**src/rtl/spi_types_pkg.sv**
```systemverilog
// Shared types and constants for the ADS1256 command sequencer.
//   routine_t : routine selector presented with a start request
//   step_t    : which command frame the sequencer is currently driving
//   CMD_*     : ADS1256 command opcodes
//   FRAME_*   : 24-bit SPI frames {cmd, arg1, arg2}
package spi_types_pkg;

  typedef enum logic [2:0] {
    ROUTINE_NONE       = 3'd0,
    ROUTINE_CALIBRATE  = 3'd1,
    ROUTINE_READBACK   = 3'd2,
    ROUTINE_SINGLE     = 3'd3,
    ROUTINE_CONTINUOUS = 3'd4,
    ROUTINE_ILLEGAL    = 3'd5
  } routine_t;

  typedef enum logic [3:0] {
    STEP_NONE        = 4'd0,
    STEP_SELFCAL     = 4'd1,
    STEP_RREG_STATUS = 4'd2,
    STEP_SYNC        = 4'd3,
    STEP_WAKEUP      = 4'd4,
    STEP_RDATA       = 4'd5,
    STEP_RDATAC      = 4'd6,
    STEP_SDATAC      = 4'd7,
    STEP_READ        = 4'd8
  } step_t;

  localparam logic [7:0] CMD_WAKEUP  = 8'h00;
  localparam logic [7:0] CMD_RDATA   = 8'h01;
  localparam logic [7:0] CMD_RDATAC  = 8'h03;
  localparam logic [7:0] CMD_SDATAC  = 8'h0F;
  localparam logic [7:0] CMD_RREG    = 8'h10;
  localparam logic [7:0] CMD_SELFCAL = 8'hF0;
  localparam logic [7:0] CMD_SYNC    = 8'hFC;

  localparam logic [3:0] REG_STATUS  = 4'h0;

  // RREG: first byte carries the register address, second byte is (count - 1)
  localparam logic [23:0] FRAME_NONE        = 24'h000000;
  localparam logic [23:0] FRAME_SELFCAL     = {CMD_SELFCAL, 16'h0000};
  localparam logic [23:0] FRAME_RREG_STATUS = {CMD_RREG | {4'h0, REG_STATUS}, 8'h00, 8'h00};
  localparam logic [23:0] FRAME_SYNC        = {CMD_SYNC, 16'h0000};
  localparam logic [23:0] FRAME_WAKEUP      = {CMD_WAKEUP, 16'h0000};
  localparam logic [23:0] FRAME_RDATA       = {CMD_RDATA, 16'h0000};
  localparam logic [23:0] FRAME_RDATAC      = {CMD_RDATAC, 16'h0000};
  localparam logic [23:0] FRAME_SDATAC      = {CMD_SDATAC, 16'h0000};
  // In RDATAC mode the host simply clocks out the sample with no opcode
  localparam logic [23:0] FRAME_READ        = 24'h000000;

  function automatic logic routine_valid(input routine_t r);
    return (r == ROUTINE_CALIBRATE) || (r == ROUTINE_READBACK) ||
           (r == ROUTINE_SINGLE)    || (r == ROUTINE_CONTINUOUS);
  endfunction

  function automatic logic [23:0] frame_of(input step_t s);
    case (s)
      STEP_SELFCAL:     return FRAME_SELFCAL;
      STEP_RREG_STATUS: return FRAME_RREG_STATUS;
      STEP_SYNC:        return FRAME_SYNC;
      STEP_WAKEUP:      return FRAME_WAKEUP;
      STEP_RDATA:       return FRAME_RDATA;
      STEP_RDATAC:      return FRAME_RDATAC;
      STEP_SDATAC:      return FRAME_SDATAC;
      STEP_READ:        return FRAME_READ;
      default:          return FRAME_NONE;
    endcase
  endfunction

endpackage

```
**src/rtl/ads1256_controller_fsm.sv**
```systemverilog
// Routine sequencer FSM. Walks each routine as ISSUE/WAIT command steps and
// reports which command step is active; the top level turns that into a frame.
//   clock_i, reset_i     : clock, async active-high reset
//   start_i, routine_i   : routine request (sampled in IDLE only)
//   transaction_done_i   : SPI engine completion pulse
//   continuous_stop_i    : request to leave continuous mode
//   transaction_start_o  : one-cycle start pulse to the SPI engine
//   step_o               : active command step
//   done_o               : sticky routine-complete flag
module ads1256_controller_fsm
  import spi_types_pkg::*;
(
  input  logic     clock_i,
  input  logic     reset_i,
  input  logic     start_i,
  input  routine_t routine_i,
  input  logic     transaction_done_i,
  input  logic     continuous_stop_i,
  output logic     transaction_start_o,
  output step_t    step_o,
  output logic     done_o
);

  // The first command of every routine is issued from IDLE (Mealy), so only
  // later steps need an explicit ISSUE state.
  typedef enum logic [3:0] {
    IDLE              = 4'd0,
    SELFCAL_WAIT      = 4'd1,
    RREG_WAIT         = 4'd2,
    SYNC_WAIT         = 4'd3,
    WAKEUP_ISSUE      = 4'd4,
    WAKEUP_WAIT       = 4'd5,
    RDATA_ISSUE       = 4'd6,
    RDATA_WAIT        = 4'd7,
    RDATAC_WAIT       = 4'd8,
    CONTINUOUS_RDATAC = 4'd9,
    READ_WAIT         = 4'd10,
    SDATAC_ISSUE      = 4'd11,
    SDATAC_WAIT       = 4'd12
  } state_t;

  state_t   state, state_d;
  routine_t routine_q, routine_d;
  logic     stop_q, stop_d;
  logic     done_q, done_d;
  logic     stop_now;

  always_ff @(posedge clock_i or posedge reset_i) begin
    if (reset_i) begin
      state     <= IDLE;
      routine_q <= ROUTINE_NONE;
      stop_q    <= 1'b0;
      done_q    <= 1'b0;
    end else begin
      state     <= state_d;
      routine_q <= routine_d;
      stop_q    <= stop_d;
      done_q    <= done_d;
    end
  end

  // A stop arriving in the same cycle as a read's completion still counts
  assign stop_now = stop_q || continuous_stop_i;

  always_comb begin
    state_d             = state;
    routine_d           = routine_q;
    stop_d              = stop_q;
    done_d              = done_q;
    transaction_start_o = 1'b0;
    step_o              = STEP_NONE;

    if (continuous_stop_i && (routine_q == ROUTINE_CONTINUOUS) &&
        ((state == RDATAC_WAIT) || (state == CONTINUOUS_RDATAC) || (state == READ_WAIT)))
      stop_d = 1'b1;

    case (state)
      IDLE: begin
        if (start_i) begin
          if (routine_valid(routine_i)) begin
            transaction_start_o = 1'b1;
            routine_d           = routine_i;
            done_d              = 1'b0;
            stop_d              = 1'b0;
            case (routine_i)
              ROUTINE_CALIBRATE: begin step_o = STEP_SELFCAL;     state_d = SELFCAL_WAIT; end
              ROUTINE_READBACK:  begin step_o = STEP_RREG_STATUS; state_d = RREG_WAIT;    end
              ROUTINE_SINGLE:    begin step_o = STEP_SYNC;        state_d = SYNC_WAIT;    end
              default:           begin step_o = STEP_RDATAC;      state_d = RDATAC_WAIT;  end
            endcase
          end else begin
            // Unsupported routine: report completion without touching the bus
            done_d = 1'b1;
          end
        end
      end
      SELFCAL_WAIT: begin
        step_o = STEP_SELFCAL;
        if (transaction_done_i) begin state_d = IDLE; done_d = 1'b1; end
      end
      RREG_WAIT: begin
        step_o = STEP_RREG_STATUS;
        if (transaction_done_i) begin state_d = IDLE; done_d = 1'b1; end
      end
      SYNC_WAIT: begin
        step_o = STEP_SYNC;
        if (transaction_done_i) state_d = WAKEUP_ISSUE;
      end
      WAKEUP_ISSUE: begin
        step_o              = STEP_WAKEUP;
        transaction_start_o = 1'b1;
        state_d             = WAKEUP_WAIT;
      end
      WAKEUP_WAIT: begin
        step_o = STEP_WAKEUP;
        if (transaction_done_i) state_d = RDATA_ISSUE;
      end
      RDATA_ISSUE: begin
        step_o              = STEP_RDATA;
        transaction_start_o = 1'b1;
        state_d             = RDATA_WAIT;
      end
      RDATA_WAIT: begin
        step_o = STEP_RDATA;
        if (transaction_done_i) begin state_d = IDLE; done_d = 1'b1; end
      end
      RDATAC_WAIT: begin
        step_o = STEP_RDATAC;
        if (transaction_done_i) state_d = stop_now ? SDATAC_ISSUE : CONTINUOUS_RDATAC;
      end
      CONTINUOUS_RDATAC: begin
        step_o              = STEP_READ;
        transaction_start_o = 1'b1;
        state_d             = READ_WAIT;
      end
      READ_WAIT: begin
        // The in-flight read always finishes before leaving continuous mode
        step_o = STEP_READ;
        if (transaction_done_i) state_d = stop_now ? SDATAC_ISSUE : CONTINUOUS_RDATAC;
      end
      SDATAC_ISSUE: begin
        step_o              = STEP_SDATAC;
        transaction_start_o = 1'b1;
        state_d             = SDATAC_WAIT;
      end
      SDATAC_WAIT: begin
        step_o = STEP_SDATAC;
        if (transaction_done_i) begin state_d = IDLE; done_d = 1'b1; end
      end
      default: state_d = IDLE;
    endcase
  end

  assign done_o = done_q;

endmodule

```
**src/rtl/ads1256_system_controller.sv**
```systemverilog
// ADS1256 system controller top. Runs calibrate / readback / single /
// continuous routines as ordered SPI command transactions.
//   clock_i, reset_i    : clock, async active-high reset
//   start_i, routine_i  : routine request
//   transaction_done_i  : SPI engine completion pulse
//   continuous_stop_i   : leave continuous mode
//   transaction_start_o : start pulse to SPI engine
//   command_o           : 24-bit frame {cmd, arg1, arg2}
//   done_o              : sticky routine-complete flag
module ads1256_system_controller
  import spi_types_pkg::*;
(
  input  logic        clock_i,
  input  logic        reset_i,
  input  logic        start_i,
  input  routine_t    routine_i,
  input  logic        transaction_done_i,
  input  logic        continuous_stop_i,
  output logic        transaction_start_o,
  output logic [23:0] command_o,
  output logic        done_o
);

  step_t step;

  ads1256_controller_fsm FSM (
    .clock_i             (clock_i),
    .reset_i             (reset_i),
    .start_i             (start_i),
    .routine_i           (routine_i),
    .transaction_done_i  (transaction_done_i),
    .continuous_stop_i   (continuous_stop_i),
    .transaction_start_o (transaction_start_o),
    .step_o              (step),
    .done_o              (done_o)
  );

  assign command_o = frame_of(step);

endmodule

```
**config.mk**
```make
export PLATFORM = sky130hd
export DESIGN_NAME = ads1256_system_controller
export DESIGN_NICKNAME = d
export VERILOG_FILES = /design/src/rtl/spi_types_pkg.sv /design/src/rtl/ads1256_controller_fsm.sv /design/src/rtl/ads1256_system_controller.sv
export SDC_FILE = /design/constraint.sdc
export NUM_CORES = 1
export LEC_CHECK = 0
export CAP_MARGIN = 15
export CORE_UTILIZATION = 58
export CTS_BUF_LIST = sky130_fd_sc_hd__clkbuf_4
export DETAILED_ROUTE_END_ITERATION = 8
export DONT_BUFFER_PORTS = 1
export PLACE_DENSITY = 0.76
export SYNTH_ARGS = -nofsm -noshare
export SYNTH_HDL_FRONTEND = slang
export SYNTH_HIERARCHICAL = 1
export SYNTH_SLANG_ARGS = --single-unit
```
**constraint.sdc**
```tcl
create_clock -name clock_i -period 2 [get_ports clock_i]
set_input_delay 0.2 -clock clock_i [delete_from_list [all_inputs] [get_ports clock_i]]
set_output_delay 0.2 -clock clock_i [all_outputs]
set_load 0.01 [all_outputs]
```
# Yosys cells after proc, flatten, opt, wreduce, memory -nomap -nowiden
# Memory sizes are Yosys's and may differ from the RTL's.
# Index checks and enable logic that the tools add are counted.
[op_classes]
add_sub_neg = 0
multipliers = 0
div_mod_pow = 0
n_lt_le_gt_ge = 0
n_eq_ne = 23
n_shift = 0
n_mux = 24
bitwise = 0
reduce_logical = 20
[ops]
columns = ["op", "n"]
rows = [
  ["4-bit case mux with 9 select lines", 2],
  ["4-bit 2-to-1 mux", 8],
  ["4-bit equality test (second input constant)", 5],
  ["4-bit by 3-bit equality test with 1-bit output (second input constant)", 4],
  ["4-bit case mux with 3 select lines", 1],
  ["2-bit OR reduction", 5],
  ["1-bit 2-to-1 mux", 9],
  ["3-bit case mux with 3 select lines", 1],
  ["4-bit by 2-bit equality test with 1-bit output (second input constant)", 2],
  ["4-bit OR reduction", 2],
  ["3-bit by 2-bit equality test with 1-bit output (second input constant)", 2],
  ["3-bit equality test (second input constant)", 2],
  ["1-bit logical OR", 6],
  ["2-bit by 1-bit != test with 1-bit output (second input constant)", 3],
  ["2-bit != test (second input constant)", 3],
  ["3-bit AND reduction", 2],
  ["6-bit AND reduction", 1],
  ["4-bit by 1-bit equality test with 1-bit output (second input constant)", 1],
  ["4-bit zero test", 1],
  ["1-bit case mux with 2 select lines", 2],
  ["3-bit by 1-bit equality test with 1-bit output (second input constant)", 1],
  ["1-bit logical AND", 2],
  ["2-bit 2-to-1 mux", 1],
  ["2-bit nonzero test", 1],
]
[totals]
register_bits = 9
latchBits = 0
mem_bits_rw = 0
rom_bits = 128
mem_count = 1
[memory_table]
columns = ["name", "words", "word_bits", "rd", "rd_clocked_by_memory_dff", "wr", "line", "source"]
rows = [
  ["(name not given)", 16, 8, 1, 0, 0, "spi_types_pkg.sv:57", "case (s)"],
]

# Longest topological paths before layout
# Gate-level depths: netlist (run 1).
[logic_depth]
depth_word = 8
ltp_mapped = 8

# Modules after synthesis
# Netlist (run 1), hierarchy kept.
[by_module_without_submodules]
columns = ["mod", "instances", "cells_each", "area_per_inst_um2", "seq_area_each_um2"]
rows = [
  ["ads1256_controller_fsm", 1, 98, 724.4, 225.2],
  ["ads1256_system_controller", 1, 26, 192.7, 0.0],
]

# Least setup slack after synthesis (run 1)
# No wires, ideal clock.
[synth_timing]
path_type = "register to output"
from = "reg FSM.state[3]"
to = "out command_o[22]"
t_arrival_ps = 2198
setup_slack_ps = -398
stages_incl_launch_ff = 9
n_path_buf = 2
cell_sequence = "dfrtp_1 buf_6 or4_1 a31oi_1 a21oi_2 o211a_1 nand3b_1 nor3b_1 buf_4"
[synth_via]
elab_chain_len = 4
elab_cells_between_ends = 19
cone_classes = "eq/ne: 12; mux: 1; reduce/logical: 5; memory: 1"
[synth_lines]
columns = ["item", "line", "source"]
rows = [
  ["start: declaration", "ads1256_controller_fsm.sv:42", "state_t state, state_d;"],
  ["start signal: assignment", "ads1256_controller_fsm.sv:55", "state <= state_d;"],
  ["4-bit equality test / 4-bit by 3-bit equality test with 1-bit output (equally long branches)", "ads1256_controller_fsm.sv:77", "case (state)"],
  ["2-bit OR reduction (no line)", "n/a", ""],
  ["4-bit case mux with 9 select lines *", "ads1256_controller_fsm.sv:77", ""],
  ["named net step[2]", "ads1256_system_controller.sv:24", "step_t step;"],
  ["memory read 16 x 8 bit *", "n/a", ""],
  ["end: declaration", "ads1256_system_controller.sv:20", "output logic [23:0] command_o,"],
]
# The timed path passes the listed nets; every way through them passes the cells marked *.

# Final worst setup path (run 1)
[layout_timing]
from = "reg FSM.state[2]"
to = "out command_o[21]"
# Same word-level chain as after synthesis.

==> metrics.md, run 1 <==
| Metric | Value |
|---|---|
| Antenna Diode Count | `0` |
| Share of synthesized area occupied by flip-flops and latches | `24.6%` |
| Clock tree buffer depth | `2` |
| Total clock buffers created by CTS | `3` |
| Hold Violations, Final | `0` |
| Most area-consuming cells after synthesis | `sky130_fd_sc_hd__dfrtp_1, sky130_fd_sc_hd__buf_4, sky130_fd_sc_hd__a21oi_1` |
| Type of destination of the critical path | `output pin` |
| Number of endpoints failing setup at the final stage | `8` |
| CTS tree | `yes` |
| Router iterations before antenna repair | `6` |
| Critical path startpoint | `FSM/state[2]$_DFFE_PP0P_` |
| Critical path startpoint category | `register` |
| Width of the die | `41.8 um` |
| Clock Pin Slew Worst Setup and Hold Paths | `60 ps` |
| Share of synthesized registers carrying an async set or reset | `100%` |
| Die height | `41.8 um` |
| Final design area excluding fillers | `0.00102 mm2` |
| Yosys cell types | `41` |
| DR WL/cell | `14.5 um` |
| Maximum number of pins on one net before global-route repair | `17` |
| Sum of overflow across all layers after global routing | `0` |
| # port buffers | `0` |
| Detail Route Antenna Nets | `0` |
| Ports | `34` |
| Post-detailed-route via-to-cell ratio | `6.04` |
| Area of the core region | `0.00138 mm2` |
| Cell leakage power | `0.464 nW` |
| Power consumption | `1.70 mW` |
| HPWL reported at the end of detailed placement | `1540 um` |
| Deepest level of the CTS H-tree | `1` |
| GPL Wtd Cong | `0.937` |
| Area growth, synth to finish | `10.8%` |
| Setup TNS | `-1840 ps` |
| Final WL | `2110 um` |
| Count of standard-cell rows | `13` |
| Combined flip-flop and latch cell area | `225 um2` |
| Final net count | `140` |
| Worst-Skew Late Latency | `260 ps` |
| Cell area after synthesis | `917 um2` |
| Required time reported for the critical path endpoint | `1800 ps` |
| Shortest period the worst path allows | `2340 ps` |
| Flip-flop and latch count after synthesis | `9` |
| Upper clock frequency limit | `427 MHz` |
| Highest ir drop seen on vdd | `1120 uV` |
| Initial cell density of the core | `66.3%` |
| Initial antenna violation count | `0` |
| Residual DRC count | `0` |
| Count of maximum capacitance violations | `0` |
| Capture point of the worst reg-to-reg path | `FSM/done_o$_DFFE_PP0P_` |
| Share of final-layout standard cells stronger than drive strength 1 | `23.7%` |
| Number of synthesized flops with an enable pin | `0` |
| Final WS setup | `-342 ps` |
| Crit share post-route | `117%` |
| Final standard cell utilization of the core | `73.5%` |
| Drt initial violations | `37` |
| Run status | `complete, but fails checks` |
| Post-synthesis area per instance | `7.40 um2` |
| CP arrival | `2140 ps` |
| Path type of the worst min-delay path | `in2reg` |
| Clock Root Buffer | `sky130_fd_sc_hd__clkbuf_4` |
| Synthesized instance count | `124` |
| Total area of multi-input combinational cells | `597 um2` |
| R2r worst-path depth | `7` |
| Placement-stage cell area | `892 um2` |
| Portion of synthesized cell area occupied by the leading cell type | `24.6%` |
| Number of synthesis warnings | `6` |
| First-pass GRT wire length | `3110 um` |
| Failing checks | `negative setup slack` |
| Floorplan die area | `0.00174 mm2` |
| Cell taking the most area after synthesis | `sky130_fd_sc_hd__dfrtp_1` |
| Number of global-route vias before repair | `705` |
| Setup repair after global routing missed its margin | `yes` |
| Maximum fanout encountered on the critical timing path | `4` |
| Number of fill cells | `109` |
| Startpoint of the worst register-to-register path | `FSM/state[1]$_DFFE_PP0P_` |
| Predominant post-synthesis flop cell | `sky130_fd_sc_hd__dfrtp_1` |
| Reg2reg setup slack | `300 ps` |
| Vias post-DR | `882` |
| Most instantiated library cell after synthesis | `sky130_fd_sc_hd__buf_4` |
| P per Cell Area | `1670 mW/mm2` |
| Aggregate global-route resource usage | `22.8%` |
| Crit Path Category | `reg2out` |
| Number of sinks on the clock net | `9` |
| Top cells by instance count after synthesis | `sky130_fd_sc_hd__buf_4, sky130_fd_sc_hd__a21oi_1` |
| Capture point of the critical path | `command_o[21]` |
| Number of max-slew violations in the final report | `0` |
| Clock Skews | `3.01 ps` |
[worst max-delay path: stages, from the launching register on]
cell and delay, ps:
sky130_fd_sc_hd__dfrtp_1 400, sky130_fd_sc_hd__or4_4 530, sky130_fd_sc_hd__a31oi_4 160, sky130_fd_sc_hd__a21oi_2 60
sky130_fd_sc_hd__o211a_1 120, sky130_fd_sc_hd__nand3b_1 230, sky130_fd_sc_hd__nor3b_2 200, sky130_fd_sc_hd__buf_4 180
[cell type report]
type,instances,share of cell area (%)
multi-input combinational,98,58.7
sequential,9,22.2
timing repair buffer,14,12.1
tap,15,1.85
inverter,6,2.22
clock buffer,4,2.96
[placed cells by master, fill, tap and decap left out, types with 2 or more instances in the layout]
| cell type | count |
|---|---|
| sky130_fd_sc_hd__clkbuf_4 | 4 |
| sky130_fd_sc_hd__nand2_1 | 9 |
| sky130_fd_sc_hd__nor2_1 | 9 |
| sky130_fd_sc_hd__mux2i_1 | 2 |
| sky130_fd_sc_hd__and3b_2 | 2 |
| sky130_fd_sc_hd__conb_1 | 16 |
| sky130_fd_sc_hd__nor3b_2 | 2 |
| sky130_fd_sc_hd__o21ai_0 | 9 |
| sky130_fd_sc_hd__inv_1 | 6 |
| sky130_fd_sc_hd__or3_1 | 2 |
| sky130_fd_sc_hd__o21ai_1 | 5 |
| sky130_fd_sc_hd__a21oi_1 | 9 |
| sky130_fd_sc_hd__a31oi_1 | 2 |
| sky130_fd_sc_hd__buf_4 | 10 |
| sky130_fd_sc_hd__and2_4 | 2 |
| sky130_fd_sc_hd__nor2b_1 | 3 |
| sky130_fd_sc_hd__dfrtp_1 | 9 |
| sky130_fd_sc_hd__a21oi_2 | 2 |
| sky130_fd_sc_hd__buf_6 | 2 |
[flip-flops by register name (all words and copies together), names as in the netlist]
signal and cells:
FSM/routine_q 3, FSM/state 4, FSM/stop_q 1, FSM/done_o 1
[worst min path at each step]
stage                      start                           end  slack (ps)  depth (start not counted)
finish              routine_i[2]  FSM/routine_q[0]$_DFFE_PP0P_          50                          1
floorplan                reset_i        FSM/done_o$_DFFE_PP0P_          30                          1
CTS                 routine_i[2]  FSM/routine_q[0]$_DFFE_PP0P_          50                          1
detailed placement       reset_i      FSM/state[1]$_DFFE_PP0P_          70                          1
global placement         reset_i      FSM/state[1]$_DFFE_PP0P_          70                          1
global route        routine_i[2]  FSM/routine_q[0]$_DFFE_PP0P_          70                          1
[kinds of logic (layout without fill, tap and decap cells)]
logic type / count (synthesis) / after routing / share of synthesized area, %
xor gates and xnor gates: 1 / 1 / 0.955
DFF: 9 / 9 / 24.6
buffers and inverters: 32 / 24 / 22.1
and+or+nand+nor: 40 / 40 / 24.0
other: 1 / 16 / 0.409
AOI/OAI and AO/OA: 39 / 39 / 25.8
muxes: 2 / 2 / 2.18
[timing repair]
action	CTS	global route
hold endpoints to repair	9	0
pin swaps	2	5
resized for setup	3	14
hold buffers	1	0
endpoints found under the setup margin	8	8
setup buffers	0	3
[through the flow]
step | hold WS [ps] | std cells | setup slack [ps]
finish | 54.9 | 146 | -342
global route | 65.5 | 146 | -399
CTS | 53.4 | 143 | -329
detailed placement | 67.2 | 138 | -27.3
global placement | 72.9 | 138 | 11.2
floorplan | 27.9 | 139 | -236
[where the power goes]
part	switching [mW]	internal (mW)	leakage (nW)	total, mW
registers	0.0534	0.253	0.101	0.307
clock network	0.0645	0.0905	0.0184	0.155
logic	0.685	0.550	0.345	1.24
[layer usage]
metal / up-vias / share of wire, % / global-route usage, % / routed length (um)
met1: 412 / 42 / 30.1 / 895
li1: 409 / - / - / -
met3: 6 / 9.3 / 2.61 / 197
met5: - / 0 / 0 / 0
met2: 55 / 46 / 38.1 / 971
met4: 0 / 2.3 / 7.74 / 48
Note: power is estimated with default switching activity, not from simulation.
==> run 2, diff against run 1 <==
- CAP_MARGIN: 15 -> default
==> results of run 2 <==
Same layout as run 1: the final DEF is identical, and so are final timing and power.
